`config.mk`:
```
export PLATFORM = sky130hd
export DESIGN_NAME = audio_tone_source
export DESIGN_NICKNAME = d
export VERILOG_FILES = /design/src/rtl/audio_pkg.sv /design/src/rtl/audio_dds_core.sv /design/src/rtl/audio_tone_source.sv
export SDC_FILE = /design/constraint.sdc
export NUM_CORES = 1
export LEC_CHECK = 0
export CAP_MARGIN = 20
export CORE_MARGIN = 2
export CORE_UTILIZATION = 59
export DETAILED_ROUTE_END_ITERATION = 10
export PLACE_DENSITY = 0.89
export SETUP_SLACK_MARGIN = 0.05
export SYNTH_ARGS = -nofsm -noshare
export SYNTH_HDL_FRONTEND = slang
export SYNTH_SLANG_ARGS = --single-unit
export TNS_END_PERCENT = 10
```
`constraint.sdc`:
```
create_clock -name clk -period 9.9 [get_ports clk]
set_clock_uncertainty 0.2 [all_clocks]
set_input_delay 2.475 -clock clk [delete_from_list [all_inputs] [get_ports clk]]
set_output_delay 2.475 -clock clk [all_outputs]
set_load 0.03 [all_outputs]
```
`src/rtl/audio_pkg.sv`:
```
// Shared constants and types for the stereo test-tone source.
package audio_pkg;

    localparam int unsigned DATA_W          = 16;
    localparam int unsigned CLK_DIV_DEFAULT = 1042;

    localparam logic [1:0] WAVE_SQUARE   = 2'b00;
    localparam logic [1:0] WAVE_SAW      = 2'b01;
    localparam logic [1:0] WAVE_TRIANGLE = 2'b10;
    localparam logic [1:0] WAVE_SILENCE  = 2'b11;

    typedef enum logic [2:0] {
        StIdle,
        StPhase,
        StShape,
        StScale,
        StSend
    } state_e;

endpackage

```
`src/rtl/audio_dds_core.sv`:
```
// Phase accumulator and waveshaper: advances phase when phase_en_i is set and
// registers the shaped waveform sample when shape_en_i is set.
module audio_dds_core #(
    parameter int unsigned PHASE_W = 24,
    parameter int unsigned DATA_W  = 16
) (
    input  logic               clk_i,
    input  logic               rst_i,
    input  logic               phase_en_i,
    input  logic               shape_en_i,
    input  logic [PHASE_W-1:0] tune_word_i,
    input  logic [1:0]         wave_sel_i,
    output logic [DATA_W-1:0]  wave_o
);
    import audio_pkg::*;

    logic [PHASE_W-1:0] phase_q;
    logic [DATA_W-1:0]  wave_q, wave_d;
    logic [DATA_W-1:0]  p, tri_t;

    always_comb begin
        p      = phase_q[PHASE_W-1 -: DATA_W];
        tri_t  = {p[DATA_W-2:0], 1'b0} ^ {1'b1, {(DATA_W-1){1'b0}}};
        wave_d = '0;
        case (wave_sel_i)
            WAVE_SQUARE:   wave_d = p[DATA_W-1] ? {1'b1, {(DATA_W-1){1'b0}}}
                                                : {1'b0, {(DATA_W-1){1'b1}}};
            WAVE_SAW:      wave_d = p ^ {1'b1, {(DATA_W-1){1'b0}}};
            // Fold the upper half so the ramp runs down again.
            WAVE_TRIANGLE: wave_d = p[DATA_W-1] ? ~tri_t : tri_t;
            default:       wave_d = '0;
        endcase
    end

    always_ff @(posedge clk_i or posedge rst_i) begin
        if (rst_i) begin
            phase_q <= '0;
            wave_q  <= '0;
        end else begin
            if (phase_en_i) phase_q <= phase_q + tune_word_i;
            if (shape_en_i) wave_q  <= wave_d;
        end
    end

    assign wave_o = wave_q;

endmodule

```
`src/rtl/audio_tone_source.sv`:
```
// Stereo DDS test-tone source feeding two Avalon-ST channel sinks with independent
// handshakes; counts sample ticks dropped while a sample is still in flight.
module audio_tone_source #(
    parameter int unsigned CLK_DIV = audio_pkg::CLK_DIV_DEFAULT,
    parameter int unsigned PHASE_W = 24,
    parameter int unsigned DATA_W  = 16
) (
    input  logic               clk,
    input  logic               reset,
    input  logic               enable,
    input  logic [1:0]         wave_sel,
    input  logic [PHASE_W-1:0] tune_word,
    input  logic [3:0]         volume,
    output logic [DATA_W-1:0]  left_data,
    output logic               left_valid,
    input  logic               left_ready,
    output logic [DATA_W-1:0]  right_data,
    output logic               right_valid,
    input  logic               right_ready,
    output logic [7:0]         overrun_cnt
);
    import audio_pkg::*;

    localparam int unsigned        DivW    = $clog2(CLK_DIV);
    localparam logic [DivW-1:0]    LastCnt = DivW'(CLK_DIV - 1);

    logic [DivW-1:0]   div_q, div_d;
    logic              tick;
    state_e            state_q, state_d;
    logic              phase_en, shape_en;
    logic [DATA_W-1:0] wave;
    logic signed [DATA_W+4:0] prod;
    logic [DATA_W-1:0] scaled;
    logic [DATA_W-1:0] data_q, data_d;
    logic              lvalid_q, lvalid_d, rvalid_q, rvalid_d;
    logic [7:0]        ovr_q, ovr_d;
    logic              in_scale;

    audio_dds_core #(
        .PHASE_W (PHASE_W),
        .DATA_W  (DATA_W)
    ) u_dds (
        .clk_i       (clk),
        .rst_i       (reset),
        .phase_en_i  (phase_en),
        .shape_en_i  (shape_en),
        .tune_word_i (tune_word),
        .wave_sel_i  (wave_sel),
        .wave_o      (wave)
    );

    always_comb begin
        tick  = enable && (div_q == LastCnt);
        div_d = (!enable || tick) ? '0 : div_q + 1'b1;
    end

    always_comb begin
        prod   = $signed(wave) * $signed({1'b0, volume});
        scaled = DATA_W'(prod >>> 4);
    end

    always_comb begin
        in_scale = (state_q == StScale);
        lvalid_d = in_scale ? !left_ready  : (lvalid_q && !left_ready);
        rvalid_d = in_scale ? !right_ready : (rvalid_q && !right_ready);
        data_d   = in_scale ? scaled : data_q;
    end

    always_comb begin
        state_d  = state_q;
        phase_en = 1'b0;
        shape_en = 1'b0;
        unique case (state_q)
            StIdle:  if (tick) state_d = StPhase;
            StPhase: begin
                phase_en = 1'b1;
                state_d  = StShape;
            end
            StShape: begin
                shape_en = 1'b1;
                state_d  = StScale;
            end
            StScale: state_d = StSend;
            // Leave as soon as both channels are done so the next tick is not lost.
            StSend:  if (!lvalid_d && !rvalid_d) state_d = StIdle;
            default: state_d = StIdle;
        endcase
    end

    always_comb begin
        ovr_d = ovr_q;
        if (tick && (state_q != StIdle) && (ovr_q != 8'hFF)) ovr_d = ovr_q + 8'd1;
    end

    always_ff @(posedge clk or posedge reset) begin
        if (reset) begin
            div_q    <= '0;
            state_q  <= StIdle;
            data_q   <= '0;
            lvalid_q <= 1'b0;
            rvalid_q <= 1'b0;
            ovr_q    <= '0;
        end else begin
            div_q    <= div_d;
            state_q  <= state_d;
            data_q   <= data_d;
            lvalid_q <= lvalid_d;
            rvalid_q <= rvalid_d;
            ovr_q    <= ovr_d;
        end
    end

    // The sample is offered straight from the scaler during SCALE, then held in data_q.
    assign left_data   = in_scale ? scaled : data_q;
    assign right_data  = in_scale ? scaled : data_q;
    assign left_valid  = in_scale | lvalid_q;
    assign right_valid = in_scale | rvalid_q;
    assign overrun_cnt = ovr_q;

endmodule
```
Word level (Yosys, flattened, before mapping) --
Cells that the tools add are included. Widths: inputs -> output; s select.
Word-level totals: register bits 80, input port bits 35, output and inout bits 42
Operators by class: add/sub/neg operators 3, multiply operators 1, equal/unequal tests 10, mux-type cells 12, bitwise logic cells 5, reduce and logical (&&, ||, !) cells 16
Operators by type and width (count):
- $mux 16 | 3
- $pmux 16 s3 | 1
- $add 24x24->24 | 1
- $mul 16x5->20 | 1
- $not 16->16 | 1
- $pmux 3 s5 | 1
- $add 11x1->11 const B | 1
- $eq 11x11->1 const B | 1
- $mux 11 | 1
- $add 8x1->8 const B | 1
- $ne 8x8->1 const B | 1
- $eq 3x2->1 const B | 2
- $logic_and 1x1->1 | 6
- $mux 3 | 2
- $logic_not 1->1 | 5
- $mux 1 | 4
- $ne 2x2->1 const B | 2
- $eq 3x1->1 const B | 1
- $eq 3x3->1 const B | 1
- $logic_not 3->1 | 1
- $reduce_bool 3->1 | 1
- $eq 2x1->1 const B | 1
- $eq 2x2->1 const B | 1
- $logic_not 2->1 | 1
- 4 further kinds | 6

Logic depth before layout (Yosys ltp) --
word-level depth 7, mapped depth 15, mapped depth without buffers 13

Cells and area by module --
From an unflattened synthesis, not the netlist that was laid out.
Second synthesis, totals: cells, all modules 827, area total of the unflattened synthesis 7292.0 um^2
By module, submodules not included:
- audio_tone_source | times used 1, cells each 479, area an instance 4137.7 um^2, sequential area each 1001.0 um^2
- audio_dds_core | times used 1, cells each 348, area an instance 3154.3 um^2, sequential area each 1001.0 um^2

Least setup slack after synthesis --
No wires, ideal clock.
path kind input port to output port, start input volume[2], end output right_data[11], data arrival time 6.799 ns, path slack 0.426 ns, stages on the path 15, buffers on the path 2, cell sequence clkbuf_1 > and2_1 > ha_1 > fa_1 > inv_1 > fa_1 > inv_1 > ha_1 > a21oi_2 > a21boi_0 > a311o_1 > a221o_1 > xnor2_1 > o21ai_0 > buf_4
Between the ends: word-level cells in the longest chain between the ends 2
Ends and longest elaborated chain:
- start, declared | RTL line audio_tone_source.sv:13 | input logic [3:0] volume,
- $mul 16x5->20 | RTL line audio_tone_source.sv:58 | prod = $signed(wave) * $signed({1'b0, volume});
- $mux 16
- end, declared | RTL line audio_tone_source.sv:17 | output logic [DATA_W-1:0] right_data,
No other way between the ends.

Worst setup path after layout --
start input volume[3], end output right_data[4]
Between the ends: word-level cells in the longest chain between the ends 2
Ends and longest elaborated chain:
- $mul 16x5->20 | RTL line audio_tone_source.sv:58
- $mux 16 | RTL line audio_tone_source.sv:115 | assign right_data = in_scale ? scaled : data_q;
No other way between the ends.

==> reports/results.txt <==
outcome - finished clean
fraction of layout cells with a size suffix above 1 - 6.61%
net count of the mapped netlist - 1,005
setup slack, reg-to-reg - 5.61 ns
setup violation total in the final timing report - 0
CTS tree - done
drt wl/cell - 14.3 µm
endpoint required time on the critical path - 7.23 ns
power density normalized to cell area - 130 mW/mm²
GRT Total Usage - 25.2%
width of the chip - 116 µm
main area contributors after synthesis - sky130_fd_sc_hd__dfrtp_1 (27%), sky130_fd_sc_hd__ha_1 (10%), sky130_fd_sc_hd__fa_1 (8.7%), sky130_fd_sc_hd__a21oi_1 (5.0%), sky130_fd_sc_hd__nand2_1 (4.4%)
Buffers on Ports - 76
number of warnings reported in the yosys synthesis log - 0
Final min period - 9.59 ns
Final GP Congestion - 0.892
Post-Route Utilization - 70.9%
crit path from - volume[3]
crit path max fanout - 16
cell type with the highest aggregate area in the netlist - sky130_fd_sc_hd__dfrtp_1
crit path capture - right_data[4]
Crit. End Element - output pin
footprint of the flip-flops and latches - 0.00200 mm²
iteration count of the initial detailed-routing pass - 5
commonest register cell after synthesis - sky130_fd_sc_hd__dfrtp_1
minimum setup slack after placement - -0.0502 ns
cells after synthesis - 877
Rel. slew slack - 36.3%
library cells used by synthesis - 71
Setup Total Neg Slack - 0 ns
placeable core region - 0.0121 mm²
net count reported at finish - 1,061
unrepaired setup endpoints after global routing - true
row count - 40
Post-Place Cells - 1,089
Clock Latency Late Sink - 0.35 ns
antenna viol nets, final - 0
global-route wire length before repair - 27.1 mm
vias per cell - 5.66
total design power - 0.00112 W
H-tree depth - 3
Static Leakage - 3.96 nW
async set-reset flop share out of synthesis - 100%
least setup slack across all paths after layout - 0.310 ns
synthesis-to-finish area growth - 16.7%
Reg2Reg Capture Point - data_q[15]
actual slew at the worst max-slew pin - 0.954 ns
most used routing layer in global routing - met2
residual DRC count - 0
DRT Wirelength - 15.8 mm
number of buffers created by CTS - 9
met2 usage - 42.7%
Root Driver - sky130_fd_sc_hd__clkbuf_16
DRC marker count from the first detailed-route iteration - 400
part of the cycle the worst path needs - 96.9%
startpoint kind of the worst setup timing path - input pin
number of global-route vias before repair - 6,045
GR Layer Usage met3 - 4.65%
number of antenna cells inserted - 0
path type of the worst setup path - input pin to output pin
Critical R2R Launch - u_dds.wave_o[10]
initial antenna violation count - 0
vertical die dimension - 116 µm
total count of hold-check failures in the final report - 0
Initial Util - 60.8%
largest net degree at the start of global routing - 81
number of synthesized flops with an enable pin - 0
number of pins exceeding their max-slew limit in the final report - 0
sequential area share after synthesis - 27.2%
Seq cells post-synth - 80
Mean Syn Cell Area - 8.39 µm²
maximum root-to-sink buffer count - 2
clock transition at the registers of the reported paths - 0.06 ns
worst min-delay path class - register to register
total die area - 0.0134 mm²
beginning of the worst hold path - u_dds.phase_q[4]
max cap viols - 0
GRT Residual Overflow - 0
critical path arrival - 6.91 ns
Mapped Area - 0.00736 mm²
boundary pin count - 77
sink count of the clock tree - 80
final cell count without fillers - 1,106
area share of the largest cell type after synthesis - 27.2%
Global Route met1 Usage - 31.6%
maximum vdd ir drop - 0.104 mV
number of buffers inserted by post-CTS setup repair - 0
fill cell count - 961
maximum clock frequency - 0.104 GHz
number of cells traversed by the worst register-to-register path - 13
Final HPWL DP - 11.9 mm
via count of the routed design - 6,262
multi-input gate area in the final layout - 0.00480 mm²
-- routing by layer --
layer,wire (µm),vias to the layer above
met4,483,0
met2,7510,165
met5,0,-
li1,-,3115
met3,742,29
met1,7060,2953
-- logic make-up (layout without fill, tap and decap cells) --
| logic type | Yosys count | after routing | share of synthesized area, % |
|---|---|---|---|
| simple gates | 322 | 322 | 22.4 |
| compound gates | 192 | 192 | 16.6 |
| buf+inv | 132 | 193 | 7.69 |
| fa+ha+maj | 93 | 93 | 19.1 |
| flops | 80 | 80 | 27.2 |
| xor+xnor | 51 | 51 | 6.07 |
| mux | 7 | 7 | 0.986 |
-- per-stage QoR --
| step | hold WS (ns) | instance area (µm²) |
|---|---|---|
| 4_1_cts | 0.293 | 8540 |
| 3_5_place_dp | 0.278 | 8210 |
| 2_1_floorplan | 0.250 | 7360 |
| 5_1_grt | 0.316 | 8590 |
| 6_report | 0.290 | 8590 |
| 3_3_place_gp | 0.267 | 8210 |
-- what timing repair did --
item,CTS,global route
setup endpoints to repair,6,18
pin swaps,0,0
resized for setup,6,12
endpoints found under the hold margin,0,0
cloned,0,0
hold buffers,0,0
-- registers in the layout, summed over array words and instances, names as in the netlist --
| register | cells |
|---|---|
| u_dds.phase_q | 24 |
| data_q | 16 |
| u_dds.wave_o | 16 |
| div_q | 11 |
| overrun_cnt | 8 |
| state_q | 3 |
| lvalid_q | 1 |
| rvalid_q | 1 |
-- Yosys cell counts, types with 8 or more instances --
master / n
sky130_fd_sc_hd__nand2_1: 86
sky130_fd_sc_hd__dfrtp_1: 80
sky130_fd_sc_hd__inv_1: 80
sky130_fd_sc_hd__a21oi_1: 74
sky130_fd_sc_hd__nor2_1: 64
sky130_fd_sc_hd__ha_1: 61
sky130_fd_sc_hd__and2_1: 47
sky130_fd_sc_hd__o21ai_0: 38
sky130_fd_sc_hd__xnor2_1: 35
sky130_fd_sc_hd__fa_1: 32
sky130_fd_sc_hd__clkbuf_1: 31
sky130_fd_sc_hd__nand3_1: 24
sky130_fd_sc_hd__nand4_1: 19
sky130_fd_sc_hd__nor2b_1: 18
sky130_fd_sc_hd__buf_4: 16
sky130_fd_sc_hd__xor2_1: 16
sky130_fd_sc_hd__and3_1: 14
sky130_fd_sc_hd__nor3_1: 13
sky130_fd_sc_hd__o21a_1: 11
sky130_fd_sc_hd__a21o_1: 9
sky130_fd_sc_hd__o31ai_1: 9
sky130_fd_sc_hd__or3_1: 9
sky130_fd_sc_hd__nand2b_1: 8
-- cells in the final DEF, fill, tap and decap left out, types with 9 or more instances in the layout --
master	n
sky130_fd_sc_hd__a21o_1	9
sky130_fd_sc_hd__a21oi_1	74
sky130_fd_sc_hd__and2_1	47
sky130_fd_sc_hd__and3_1	14
sky130_fd_sc_hd__buf_4	23
sky130_fd_sc_hd__clkbuf_16	9
sky130_fd_sc_hd__clkdlybuf4s50_1	54
sky130_fd_sc_hd__dfrtp_1	80
sky130_fd_sc_hd__dlymetal6s2s_1	12
sky130_fd_sc_hd__fa_1	32
sky130_fd_sc_hd__ha_1	61
sky130_fd_sc_hd__inv_1	79
sky130_fd_sc_hd__nand2_1	86
sky130_fd_sc_hd__nand3_1	24
sky130_fd_sc_hd__nand4_1	19
sky130_fd_sc_hd__nor2_1	64
sky130_fd_sc_hd__nor2b_1	18
sky130_fd_sc_hd__nor3_1	13
sky130_fd_sc_hd__o21a_1	11
sky130_fd_sc_hd__o21ai_0	38
sky130_fd_sc_hd__o31ai_1	9
sky130_fd_sc_hd__or3_1	9
sky130_fd_sc_hd__xnor2_1	35
sky130_fd_sc_hd__xor2_1	16
-- power by group --
part / internal [W] / total (W) / leakage [nW] / switching [W]
logic: 0.000187 / 0.000408 / 2.94 / 0.000221
registers: 0.000328 / 0.000330 / 0.857 / 0.00000151
clock network: 0.000236 / 0.000380 / 0.163 / 0.000143
total: 0.000751 / 0.00112 / 3.96 / 0.000366
-- worst min-delay path by stage --
stage / endpoint / slack, ns / cells past startpoint
after floorplan: u_dds.phase_q[0] / 0.25 / 2
after global placement: u_dds.phase_q[0] / 0.27 / 2
after detailed placement: u_dds.phase_q[6] / 0.28 / 2
after CTS: u_dds.phase_q[6] / 0.29 / 2
after global routing: u_dds.phase_q[2] / 0.32 / 2
final: u_dds.phase_q[4] / 0.29 / 2
-- cell type report --
class                           count  share of cell area (%)
Tap cell                          168                    2.45
Inverter                           81                    3.56
Timing Repair Buffer               96                    10.9
Clock inverter                      5                   0.991
Multi-Input combinational cell    665                    55.9
Sequential cell                    80                    23.3
Clock buffer                       11                    2.94
-- worst max-delay path, cell delays in order --
cell                              delay [ns]
sky130_fd_sc_hd__clkdlybuf4s50_1        0.39
sky130_fd_sc_hd__buf_4                  0.18
sky130_fd_sc_hd__and2_1                 0.15
sky130_fd_sc_hd__ha_1                   0.27
sky130_fd_sc_hd__inv_1                  0.05
sky130_fd_sc_hd__fa_1                   0.50
sky130_fd_sc_hd__fa_1                   0.54
sky130_fd_sc_hd__inv_1                  0.05
sky130_fd_sc_hd__ha_1                   0.33
sky130_fd_sc_hd__o21ai_0                0.16
sky130_fd_sc_hd__nand2b_1               0.07
sky130_fd_sc_hd__a31o_2                 0.27
sky130_fd_sc_hd__a21oi_1                0.36
sky130_fd_sc_hd__xor2_1                 0.12
sky130_fd_sc_hd__o21ai_0                0.27
sky130_fd_sc_hd__clkdlybuf4s50_1        0.73
(Power assumes the default switching activity.)
